--- src/rtl/uart_pkg.sv ---
// ---------------------------------------------------------------------------
// uart_pkg
// Shared types and constants for the UART receive-side drain logic.
//   drain_state_t : sequencing states of the RX FIFO drain controller
//   DATA_BITS_DEF : default received data word width
// ---------------------------------------------------------------------------
package uart_pkg;

    typedef enum logic [1:0] {
        IDLE    = 2'd0,
        ISSUE   = 2'd1,
        LOAD    = 2'd2,
        PRESENT = 2'd3
    } drain_state_t;

    localparam int DATA_BITS_DEF = 8;

endpackage : uart_pkg

--- src/rtl/rx_timeout_timer.sv ---
// ---------------------------------------------------------------------------
// rx_timeout_timer
// Saturating character-timeout counter. Counts idle clocks while data sits
// in the RX FIFO and flags expiry once TIMEOUT_CYCLES clocks have elapsed.
// Ports:
//   clk     : system clock
//   rst     : synchronous active-high reset
//   clear   : restart the idle interval (takes priority over count)
//   count   : advance the idle interval by one clock
//   expired : high while the counter sits at TIMEOUT_CYCLES
// ---------------------------------------------------------------------------
module rx_timeout_timer #(
    parameter int TIMEOUT_CYCLES = 64
) (
    input  logic clk,
    input  logic rst,
    input  logic clear,
    input  logic count,
    output logic expired
);

    localparam int TW = $clog2(TIMEOUT_CYCLES + 1);
    localparam logic [TW-1:0] LIMIT = TW'(TIMEOUT_CYCLES);

    logic [TW-1:0] timer;

    function automatic logic [TW-1:0] sat_inc(input logic [TW-1:0] v);
        return (v == LIMIT) ? v : v + 1'b1;
    endfunction

    always_ff @(posedge clk) begin
        if (rst || clear) begin
            timer <= '0;
        end else if (count) begin
            timer <= sat_inc(timer);
        end
    end

    // Decoded from the registered count, so expiry falls in the cycle
    // right after any clear.
    assign expired = (timer == LIMIT);

endmodule : rx_timeout_timer

--- src/rtl/rx_fifo_drain_ctrl.sv ---
// ---------------------------------------------------------------------------
// rx_fifo_drain_ctrl
// Drains the UART RX FIFO onto a valid/ready host interface and generates
// the receive interrupts.
// Ports:
//   clk, rst        : clock, synchronous active-high reset
//   drain_en        : host permits draining
//   fifo_empty      : FIFO empty flag
//   fifo_full       : FIFO half-full-or-more flag
//   fifo_overflow   : FIFO completely-full flag
//   fifo_data       : FIFO registered read data (valid the cycle after a pop)
//   rx_data_rdy     : receiver write strobe into the FIFO
//   bist_mode       : FIFO in BIST, all traffic ignored
//   fifo_pop        : pop strobe to the FIFO
//   host_data       : byte held for the host
//   host_valid      : host_data valid
//   host_ready      : host accepts host_data
//   ovf_clr         : clears irq_overflow and drop_count
//   irq_data        : registered copy of fifo_full
//   irq_timeout     : character timeout interrupt
//   irq_overflow    : sticky dropped-byte interrupt
//   drop_count      : saturating dropped-byte counter
// ---------------------------------------------------------------------------
module rx_fifo_drain_ctrl
    import uart_pkg::*;
#(
    parameter int DATA_BITS      = DATA_BITS_DEF,
    parameter int TIMEOUT_CYCLES = 64,
    parameter int DROP_CNT_BITS  = 8
) (
    input  logic                     clk,
    input  logic                     rst,
    input  logic                     drain_en,
    input  logic                     fifo_empty,
    input  logic                     fifo_full,
    input  logic                     fifo_overflow,
    input  logic [DATA_BITS-1:0]     fifo_data,
    input  logic                     rx_data_rdy,
    input  logic                     bist_mode,
    output logic                     fifo_pop,
    output logic [DATA_BITS-1:0]     host_data,
    output logic                     host_valid,
    input  logic                     host_ready,
    input  logic                     ovf_clr,
    output logic                     irq_data,
    output logic                     irq_timeout,
    output logic                     irq_overflow,
    output logic [DROP_CNT_BITS-1:0] drop_count
);

    drain_state_t state, state_nxt;
    logic         can_drain;
    logic         drop_evt;

    function automatic logic [DROP_CNT_BITS-1:0] sat_inc(input logic [DROP_CNT_BITS-1:0] v);
        return (&v) ? v : v + 1'b1;
    endfunction

    assign can_drain = drain_en && !fifo_empty && !bist_mode;
    assign drop_evt  = rx_data_rdy && fifo_overflow && !bist_mode;

    always_ff @(posedge clk) begin
        if (rst) begin
            state <= IDLE;
        end else begin
            state <= state_nxt;
        end
    end

    // The FIFO lets a write beat a pop, so a pop is only issued in a cycle
    // without a write strobe; otherwise it is simply retried next cycle.
    always_comb begin
        state_nxt = state;
        fifo_pop  = 1'b0;
        unique case (state)
            IDLE: begin
                if (can_drain) state_nxt = ISSUE;
            end
            ISSUE: begin
                fifo_pop = !rx_data_rdy && !bist_mode;
                if (fifo_pop) state_nxt = LOAD;
            end
            LOAD: begin
                state_nxt = PRESENT;
            end
            PRESENT: begin
                if (host_valid && host_ready) state_nxt = can_drain ? ISSUE : IDLE;
            end
            default: state_nxt = IDLE;
        endcase
    end

    // LOAD is the cycle the FIFO's registered read data is valid.
    always_ff @(posedge clk) begin
        if (rst) begin
            host_data  <= '0;
            host_valid <= 1'b0;
        end else if (state == LOAD) begin
            host_data  <= fifo_data;
            host_valid <= 1'b1;
        end else if (state == PRESENT && host_ready) begin
            host_valid <= 1'b0;
        end
    end

    always_ff @(posedge clk) begin
        if (rst) begin
            irq_data <= 1'b0;
        end else begin
            irq_data <= fifo_full;
        end
    end

    // A drop coinciding with a clear counts as the first drop after it.
    always_ff @(posedge clk) begin
        if (rst) begin
            irq_overflow <= 1'b0;
            drop_count   <= '0;
        end else if (ovf_clr) begin
            irq_overflow <= drop_evt;
            drop_count   <= drop_evt ? DROP_CNT_BITS'(1) : '0;
        end else if (drop_evt) begin
            irq_overflow <= 1'b1;
            drop_count   <= sat_inc(drop_count);
        end
    end

    rx_timeout_timer #(
        .TIMEOUT_CYCLES (TIMEOUT_CYCLES)
    ) u_timeout (
        .clk     (clk),
        .rst     (rst),
        .clear   (fifo_empty || rx_data_rdy || fifo_pop || bist_mode),
        .count   (!fifo_empty),
        .expired (irq_timeout)
    );

endmodule : rx_fifo_drain_ctrl

--- config.mk ---
export PLATFORM = sky130hd
export DESIGN_NAME = rx_fifo_drain_ctrl
export DESIGN_NICKNAME = d
export VERILOG_FILES = /design/src/rtl/uart_pkg.sv /design/src/rtl/rx_timeout_timer.sv /design/src/rtl/rx_fifo_drain_ctrl.sv
export SDC_FILE = /design/constraint.sdc
export NUM_CORES = 1
export LEC_CHECK = 0
export CORE_MARGIN = 1
export CORE_UTILIZATION = 50
export DETAILED_ROUTE_END_ITERATION = 10
export PLACE_DENSITY = 0.84
export RECOVER_POWER = 100
export REMOVE_ABC_BUFFERS = 1
export SLEW_MARGIN = 20
export SYNTH_ARGS = -nofsm -noshare
export SYNTH_HDL_FRONTEND = slang
export SYNTH_SLANG_ARGS = --single-unit
--- constraint.sdc ---
create_clock -name clk -period 3.3 [get_ports clk]
set_input_delay 0.495 -clock clk [delete_from_list [all_inputs] [get_ports clk]]
set_output_delay 0.495 -clock clk [all_outputs]
set_load 0.02 [all_outputs]
* After elaboration in Yosys (flattened, before gate mapping)
Index checks and enable logic that the tools add are counted.
Word-level totals: bits in registers 28, output and inout bits 21
Cells by class: add/sub/neg operators 2, eq/ne operators 8, mux-type cells 14, bitwise operators 2, reductions and logical operators 21
Operators by type and width (number):
- $mux W8 | 3
- $add A8 B1 Y8 const B | 1
- $ne A2 B2 Y1 const B | 4
- $pmux W2 S4 | 1
- $reduce_and A8 Y1 | 1
- $add A7 B1 Y7 const B | 1
- $eq A7 B7 Y1 const B | 1
- $logic_and A1 B1 Y1 | 7
- $mux W1 | 7
- $mux W2 | 3
- $eq A2 B2 Y1 const B | 2
- $logic_or A1 B1 Y1 | 4
- $reduce_and A2 Y1 | 2
- $reduce_bool A2 Y1 | 2
- $logic_not A1 Y1 | 3
- $reduce_and A3 Y1 | 1
- $eq A2 B1 Y1 const B | 1
- $logic_not A2 Y1 | 1
- $not A1 Y1 | 2

* Depth between registers and ports, before layout
word-level depth 6, depth in mapped cells 6

* By module
Synthesis repeated with hierarchy kept, for this count alone.
Unflattened totals: cells, all modules 147, area, all modules 1373.8 sq um
Modules (own cells, without submodules):
- rx_fifo_drain_ctrl | times used 1, cells an instance 105, area an instance 1022.2 sq um, seq. area each 420.4 sq um
- rx_timeout_timer | times used 1, cells an instance 42, area an instance 351.6 sq um, seq. area each 140.1 sq um

* Worst setup path before layout
Ideal clock, no wire load.
path kind register to output, from register u_timeout.timer[0], to output port irq_timeout, arrival time 1.362 ns, path slack 1.443 ns, cell stages (with the launch flop) 5, cell sequence dfxtp_1 inv_1 ha_1 or4b_1 nor3b_4
Between the ends: cells in the longest elaborated chain, start to end 1
RTL lines:
- start, declared | line rx_timeout_timer.sv:25 | logic [TW-1:0] timer;
- start signal, assigned | line rx_timeout_timer.sv:35 | timer <= sat_inc(timer);
- $eq A7 B7 Y1 | line rx_timeout_timer.sv:41 | assign expired = (timer == LIMIT);
- end, declared | line rx_fifo_drain_ctrl.sv:46 | output logic irq_timeout,
No other way between the ends.

* Final worst setup path
Same ends and word-level chain as after synthesis.

==> metrics.yaml <==
drt:
  drt_iter0_drc: 20
  dr_wl_met2_mm: 1.43
  met3_length_microns: 188
  wl_met1_mm: 1.22
  wl_mm: 2.88
  dr_total_vias: 1163
  routed.top_layer: "met4"
  drt-pass1-iter-count: 4
  drc: 0
  vias_per_cell: 5.49
  post_drt_wl_per_cell_microns: 13.6
  ant_nets: 0
pwr:
  p_clk_share_pct: 23.0
  p_leak_nw: 0.683
  cellPowerDensity_nw_per_um2: 418
  seq_power_share_pct: 51.4
  intPower_w: 0.000522
  ir_drop_v: 0.000402
  p_sw_w: 0.000217
  p_comb_share_pct: 25.6
  swShare_pct: 29.3
synthesis:
  syn_area_sq_um: 1330
  yosysUniqueCellTypes: 42
  synth.yosys.seq_area_share_pct: 42.2
  yosys_warnings: 0
  ys_ff_latch: 28
  synth_area_per_cell_sq_um: 9.22
  syn_inst: 144
sta:
  period_needed_ps: 2950
  tightest_slew_ps: 613
  setup_tns_ps: 0
  period_share_pct: 89.5
  max_slew_margin_pct: 58.8
  setup_viol: 0
  slew_viol_final: 0
  whs_ps: 487
  rsz0062_at_grt: "no"
  fmax_ghz: 0.339
  hold_viol: 0
  clock_skew_ps: 5.55
critical_path:
  critPathLaunchType: "flop"
  path_class: "reg2out"
  slowest_stage: "dlygate4sd3_1"
  cp_max_fo: 5
  cp.required_ps: 2800
  cpPeakStageDelay_ps: 710
  crit_arrival_ps: 2460
  crit_family: "buffers and inverters"
  critPathCaptureType: "output port"
  path_cells: "inv_1 -> ha_1 -> or4b_1 -> nor3b_4 -> dlygate4sd3_1"
  path_buf_inv: 2
clocking:
  cts_buffer_depth: 2
  cts.repair.resized: 0
  path_clk_slew_ps: 150
  post-cts-setup-buffer-count: 0
  cts_inserted_buffers: 3
  cts.sinks: 28
  ctsHoldBuffers: 0
  htree_levels: 1
  insertion_delay_ps: 330
  root_buffer: "clkbuf_4"
  cts_tree: "built"
finish:
  ff_latch_area_sq_um: 561
  fillers: 197
  utilization_pct: 70.7
  fin_cells: 212
  antennaDiodeCount: 0
  mostFrequentLayoutCell: "dfxtp_1"
  most-common-layout-cells: "28 x dfxtp_1, 23 x dlygate4sd3_1, 22 x nor2_1"
  multi_input_area_sq_um: 722
  finish.instance_area_sq_um: 1770
  final_layout_size_suffix_gt1_share_pct: 4.95
  nNetsFinal: 209
  area_growth_syn_to_layout_pct: 33.1
status:
  outcome: "complete, no violations"
placed_design:
  dp_hpwl_mm: 2.24
  numPortBuffers: 38
  place_inst: 208
  gp_congestion: 0.825
  placed_area_sq_um: 1730
floorplanning:
  die_w_microns: 53.5
  rows: 18
  ios: 39
  initial_core_util_pct: 53.1
  die_h_microns: 53.5
  fp.dieArea_sq_um: 2860
  core_area_sq_um: 2500
global_route:
  grt_max_degree: 16
  antenna_found_initial: 0
  gr-total-overflow: 0
  track_usage_pct: 21.5
  grt_pass1_wl_mm: 4.44
  grt_pass1_vias: 1025
run:
  cap_violations: 0
min_path:
  hold_class: "reg2reg"
## worst min-delay path, cell delays in order, from the launching register on
cell	delay, ps
dfxtp_1	340
nand2b_1	60
a21oi_1	60
## worst paths after layout
check	start	end	slack, ps	cells past startpoint
worst max-delay path	u_timeout.timer[0]$_SDFFE_PP0P_	irq_timeout	350	5
worst min-delay path	irq_overflow$_SDFFE_PP0P_	irq_overflow$_SDFFE_PP0P_	490	2
worst max register to register	drop_count[1]$_SDFFE_PP0P_	drop_count[1]$_SDFFE_PP0P_	1470	5
worst min register to register	irq_overflow$_SDFFE_PP0P_	irq_overflow$_SDFFE_PP0P_	490	2
## power groups by stage
stage | clock network, W | logic, W | registers (W)
final | 0.000170 | 0.000189 | 0.000379
after global routing | 0.000185 | 0.000207 | 0.000383
after CTS | 0.000178 | 0.000199 | 0.000380
after detailed placement | 0 | 0.000198 | 0.000388
after global placement | 0 | 0.000189 | 0.000386
after floorplan | 0 | 0.0000983 | 0.000405
## cell type report
type	count	share of cell area, %
sequential	28	31.7
multi-input combinational	104	40.9
tap	30	2.12
inverter	7	1.49
clock buffer	4	2.05
timing repair buffer	39	21.7
## per-stage QoR
stage                     setup slack [ps]  power [W]
final                                  347   0.000738
after global routing                   238   0.000775
after CTS                              381   0.000758
after detailed placement               776   0.000586
after global placement                 882   0.000575
after floorplan                       1440   0.000503
## registers in the layout, summed over array words and instances (netlist names)
name             count
state                2
host_data            8
irq_overflow         1
host_valid           1
u_timeout.timer      7
drop_count           8
irq_data             1
## kinds of logic after synthesis
family                     Yosys count  share of synthesized area (%)
buffers and inverters               12                           3.39
adders and majority gates            8                           7.54
muxes                               10                           7.54
xor gates and xnor gates             5                           3.30
DFF                                 28                           42.2
AOI/OAI and AO/OA                   23                           11.2
and+or+nand+nor                     58                           24.8
## cell usage after synthesis
| cell type | instances | share of area (%) |
|---|---|---|
| and4_1 | 1 | 0.66 |
| or2_2 | 1 | 0.47 |
| nand4_1 | 1 | 0.47 |
| o2111a_1 | 1 | 0.85 |
| xnor2_1 | 1 | 0.66 |
| nor2_1 | 22 | 6.2 |
| o21ai_1 | 1 | 0.38 |
| or3_1 | 1 | 0.47 |
| nand3b_1 | 2 | 1.1 |
| or4_2 | 1 | 0.66 |
| nand2_1 | 4 | 1.1 |
| a222oi_1 | 1 | 0.75 |
| inv_1 | 7 | 2.0 |
| dfxtp_1 | 28 | 42 |
| mux2i_1 | 10 | 7.5 |
| nand3_1 | 6 | 2.3 |
| a31oi_1 | 1 | 0.47 |
| or3_2 | 1 | 0.57 |
| clkbuf_1 | 5 | 1.4 |
| nand4b_1 | 2 | 1.3 |
| o21ai_0 | 4 | 1.5 |
| ha_1 | 8 | 7.5 |
| nor3b_4 | 1 | 1.4 |
| or4b_1 | 1 | 0.75 |
| or3b_1 | 1 | 0.66 |
| a211oi_1 | 2 | 1.1 |
| a21oi_1 | 8 | 3.0 |
| and4b_2 | 1 | 0.85 |
| or3b_2 | 1 | 0.66 |
| o31ai_1 | 1 | 0.57 |
| nand2b_1 | 1 | 0.47 |
| and3b_1 | 1 | 0.66 |
| a221oi_1 | 1 | 0.66 |
| o21a_1 | 1 | 0.57 |
| nor2b_1 | 2 | 0.94 |
| a41oi_1 | 1 | 0.66 |
| a311oi_1 | 1 | 0.66 |
| xor2_1 | 4 | 2.6 |
| or2_1 | 1 | 0.47 |
| nor3_1 | 4 | 1.5 |
| nor3b_1 | 1 | 0.57 |
| nor4_1 | 1 | 0.47 |
## routing by layer
layer  GRT usage, %  vias to the layer above
met4           7.89                        0
met5              0                        -
met2           38.5                       37
li1               -                      587
met3           3.74                        3
met1           25.3                      536
Power figures use the tool's default switching activity.
==> RTL edit 1: new RTL, same flow settings <==
`DROP_CNT_BITS`: 8 -> 6.
--- a/src/rtl/rx_fifo_drain_ctrl.sv
+++ b/src/rtl/rx_fifo_drain_ctrl.sv
@@ -26,7 +26,7 @@
 #(
     parameter int DATA_BITS      = DATA_BITS_DEF,
     parameter int TIMEOUT_CYCLES = 64,
-    parameter int DROP_CNT_BITS  = 8
+    parameter int DROP_CNT_BITS  = 6
 ) (
     input  logic                     clk,
     input  logic                     rst,
Interface: changed (resized drop_count); port bits go from 39 to 37. No check against the original RTL was run, so the function may have changed too.
==> RTL edit 1 against the unedited design <==
  * Clock power is 26% higher
  * Power up 3.9%
  * Setup slack better by 0.22 ns
  * Critical endpoint unchanged
  * Design area down 6.3%
  * Critical path type unchanged
  * Utilization up 2.1 points
  * Synthesized area fell by 6.1%
  * Wire length down 6.9%
  * Count of clock-buffer cells in the layout fell by 1
  * Non-clock buffer count fell by 2
  * Highest routed layer unchanged
  * Fmax up 8.0%
  * Sequential cell count fell by 2
==> RTL edit 1: results (changes against the unedited design) <==
[yosys]
synth_common_cells = dfxtp_1, nor2_1, mux2i_1  ; unchanged
synth_cell_types = 39  ; was 42
postSynthCellCount = 132  ; was 144
synth_area_leaders = dfxtp_1, ha_1, mux2i_1  ; unchanged
ys_seq_area_share_pct = 41.77  ; was 42.22%

[global_route]
grt_pass1_vias = 1044  ; was 1025
grt.total_usage_pct = 21.35  ; was 21.51%
grt_pass1_wl_mm = 4.312  ; was 4.436 mm
gr-usage-met2_pct = 40.81  ; was 38.54%
grt_use_met3_pct = 4.094  ; was 3.736%

[final_layout]
finish.utilization_pct = 72.73  ; was 70.67%
nets = 197  ; was 209
fillerInstances = 179  ; was 197
drive_above_1_share_pct = 2.959  ; was 4.945%

[route]
drtIter0Drc = 13  ; was 20
post_drt_wl_per_cell_um = 13.59  ; was 13.56 µm
wirelength_mm = 2.678  ; was 2.875 mm
viasPerCell = 5.396  ; was 5.486

[worst_setup_path]
r2r-end = state[0]  ; was drop_count[1]
r2r-start = state[1]  ; was drop_count[1]
cp.arrival_ns = 2.24  ; was 2.46 ns
r2r_cells = 6  ; was 5

[timing]
fin_worst_skew_ns = 0.006836  ; was 0.005550 ns
slew_headroom_pct = 63.94  ; was 58.76%
holdWs_ns = 0.5140  ; was 0.4870 ns
period_share_pct = 82.86  ; was 89.47%

[worst_hold_path]
hold_start = host_data[2]  ; was irq_overflow
hold_end = host_data[2]  ; was irq_overflow

[power_and_ir_drop]
leakage_nw = 0.6499  ; was 0.6826 nW
ir_worst_vdd_mv = 0.3538  ; was 0.4016 mV
clk-power_w = 0.000215  ; was 0.000170 W
p_int_w = 0.0005540  ; was 0.0005218 W

[place]
place_area_um2 = 1627  ; was 1734 µm²
port_buffers = 36  ; was 38
place_hpwl_mm = 2.058  ; was 2.240 mm
placed_cells = 193  ; was 208

[outcome]
status = finished, final reports clean  ; unchanged

==> RTL edit 1: area by class of cell <==
cell class,count,share of cell area [%]
tap,28,2.116
clock inverter,1,1.814
inverter,6,1.361
timing repair buffer,37,22.00
sequential,26,31.44
clock buffer,3,1.361
multi-input combinational,96,39.91
==> RTL edit 1: cells by family after synthesis <==
kind of cell / Yosys count / share of synthesized area [%]
XOR/XNOR: 4 / 2.812
flip-flops: 26 / 41.77
multiplexers: 11 / 8.836
adder cells (fa/ha/maj): 9 / 9.036
AO/OA/AOI/OAI: 21 / 13.05
AND/OR/NAND/NOR: 51 / 20.89
buffers and inverters: 10 / 3.614
==> RTL edit 1: layer usage <==
metal	up-vias	share of wire [%]
met5	-	0
li1	545	-
met2	29	51
met4	0	0.67
met1	487	44
met3	2	4.7
==> RTL edit 1: critical path: stages (launching register included) <==
cell,delay (ns)
dfxtp_1,0.37
inv_1,0.08
ha_1,0.13
nor4b_1,0.45
and3_1,0.23
dlygate4sd3_1,0.67
==> RTL edit 2: new RTL, same settings <==
Without the edit above. The 4 states of `drain_state_t` get a one-hot encoding in 4 bits.
--- a/src/rtl/uart_pkg.sv
+++ b/src/rtl/uart_pkg.sv
@@ -6,11 +6,11 @@
 // ---------------------------------------------------------------------------
 package uart_pkg;
 
-    typedef enum logic [1:0] {
-        IDLE    = 2'd0,
-        ISSUE   = 2'd1,
-        LOAD    = 2'd2,
-        PRESENT = 2'd3
+    typedef enum logic [3:0] {
+        IDLE    = 4'b0001,
+        ISSUE   = 4'b0010,
+        LOAD    = 4'b0100,
+        PRESENT = 4'b1000
     } drain_state_t;
 
     localparam int DATA_BITS_DEF = 8;
Behaviour: no difference found for any inputs over 10 cycles, from zero or initial values and one cycle with rst high; not proved beyond that.
==> RTL edit 2 against the unedited design <==
  * Design area up 3.8%
  * Setup slack better by 0.46 ns
  * Synthesized area up 5.9%
  * Wire length up 18%
  * Die area up 5.7%
  * Clock skew up 0.0050 ns
  * Cell count up 11%
  * Hold slack worse by 0.026 ns
  * Sequential cell count up 2
Power is not compared: it rests on default switching activity, and its combinational part moved more than twofold at a synthesized area within 25%.
==> RTL edit 2: results (changes against the unedited design) <==
[final_layout]
n_all_buffers = 39  ; unchanged
layoutNonFillerInstCount = 236  ; was 212
clockBufferCount = 6  ; was 4
seq_share_pct = 32.74  ; was 31.73%
nets = 226  ; was 209
design.seq.count = 30  ; was 28
clk_share_pct = 3.479  ; was 2.054%
antenna_cells = 0  ; unchanged
nonClkBufAreaFrac_pct = 20.94  ; was 21.74%
fillerInstances = 210  ; was 197
drive_above_1_share_pct = 6.311  ; was 4.945%
multi_input_area_share_pct = 39.77  ; was 40.86%
syn_to_final_growth_pct = 30.43  ; was 33.08%
largestRegisters = drop_count: 8 flops, host_data: 8 flops, u_timeout.timer: 7 flops  ; unchanged
nMultiInputCombCells = 124  ; was 104
nNonClkInverters = 5  ; was 7

[timing]
period_share_pct = 75.56  ; was 89.47%
slew_viol_final = 0  ; unchanged
slew_headroom_pct = 42.42  ; was 58.76%
fin_worst_skew_ns = 0.01051  ; was 0.005550 ns
holdWs_ns = 0.4609  ; was 0.4870 ns

[place]
routabilityCongestion = 0.8416  ; was 0.8246
post-place-ws_ns = 0.9353  ; was 0.7756 ns
place_area_um2 = 1777  ; was 1734 µm²
place_hpwl_mm = 2.442  ; was 2.240 mm

[global_route]
grt_max_degree = 20  ; was 16
grt_pass1_wl_mm = 5.106  ; was 4.436 mm
grt.total_usage_pct = 23.96  ; was 21.51%
grtUsageMet1_pct = 29.28  ; was 25.26%
antenna_found_initial = 0  ; unchanged
grt_use_met3_pct = 6.284  ; was 3.736%
grt_pass1_vias = 1188  ; was 1025
gr-usage-met2_pct = 39.16  ; was 38.54%

[route]
wl_met3_um = 154  ; was 188 µm
viasPerCell = 5.703  ; was 5.486
route.met2.wl_mm = 1.743  ; was 1.432 mm
wl_met1_mm = 1.441  ; was 1.222 mm
drtIter0Drc = 40  ; was 20
post_drt_wl_per_cell_um = 14.42  ; was 13.56 µm

[worst_setup_path]
r2r_slack_ns = 1.53  ; was 1.47 ns
slowest_stage = dlygate4sd3_1  ; unchanged
cp.arrival_ns = 2.00  ; was 2.46 ns
max_stage_delay_ns = 0.67  ; was 0.71 ns

[yosys]
synth_cell_types = 43  ; was 42
yosysWarnings = 0  ; unchanged
synth_area_leaders = dfxtp_1, a21oi_1, nand2_1  ; was dfxtp_1, ha_1, mux2i_1
postSynthCellCount = 164  ; was 144
ys_seq_area_share_pct = 42.70  ; was 42.22%
synth_common_cells = dfxtp_1, nand2_1, a21oi_1, nor2_1, nand3_1  ; was dfxtp_1, nor2_1, mux2i_1

[cts]
cts_resized = 0  ; unchanged
cts_buffers = 5  ; was 3
hold_buffers = 0  ; unchanged
post-cts-setup-buffers = 0  ; unchanged
cts.clk_slew.worst_paths_ns = 0.10  ; was 0.15 ns
h-tree-depth = 2  ; was 1

[outcome]
status = finished, final reports clean  ; unchanged

[power_and_ir_drop]
ir_worst_vdd_mv = 0.3222

[worst_hold_path]
min_path_type = flip-flop to flip-flop  ; unchanged

RTL edit 2: cell types whose count changed after synthesis, moves of 4 or more:
| cell | before | now |
|---|---|---|
| ha_1 | 8 | 3 |
| mux2i_1 | 10 | 2 |
| clkbuf_1 | 5 | 0 |
| nand2_1 | 4 | 23 |
| a21oi_1 | 8 | 18 |
| nor2_1 | 22 | 18 |
| xnor2_1 | 1 | 5 |
RTL edit 2: path summary, 6_finish.rpt:
check | startpoint | endpoint | depth (start not counted)
max | u_timeout.timer[2] | irq_timeout | 3
min | host_data[2] | host_data[2] | 2
min reg2reg | host_data[2] | host_data[2] | 2
max reg2reg | state[2] | host_data[3] | 4
RTL edit 2: kinds of logic after synthesis:
| kind of cell | count (synthesis) | share of synthesized area, % |
|---|---|---|
| adder cells (fa/ha/maj) | 3 | 2.669 |
| XOR/XNOR | 8 | 4.982 |
| buffers and inverters | 10 | 5.248 |
| AND/OR/NAND/NOR | 75 | 27.58 |
| AO/OA/AOI/OAI | 36 | 15.39 |
| multiplexers | 2 | 1.424 |
| flip-flops | 30 | 42.70 |
RTL edit 2: power groups by stage:
stage / registers [W] / clock network (W) / logic, W
after floorplan: 0.000378 / 0 / 0.0000166
final: 0.000368 / 0.000233 / 0.0000519
after CTS: 0.000368 / 0.000235 / 0.0000530
after detailed placement: 0.000376 / 0 / 0.0000524
after global routing: 0.000369 / 0.000251 / 0.0000567
after global placement: 0.000376 / 0 / 0.0000511
RTL edit 2: worst max-delay path, delay by kind of cell, from the launching register on:
family | cells | cell delay, ns
and+or+nand+nor | 2 | 0.65
buffers and inverters | 1 | 0.67
DFF | 1 | 0.35
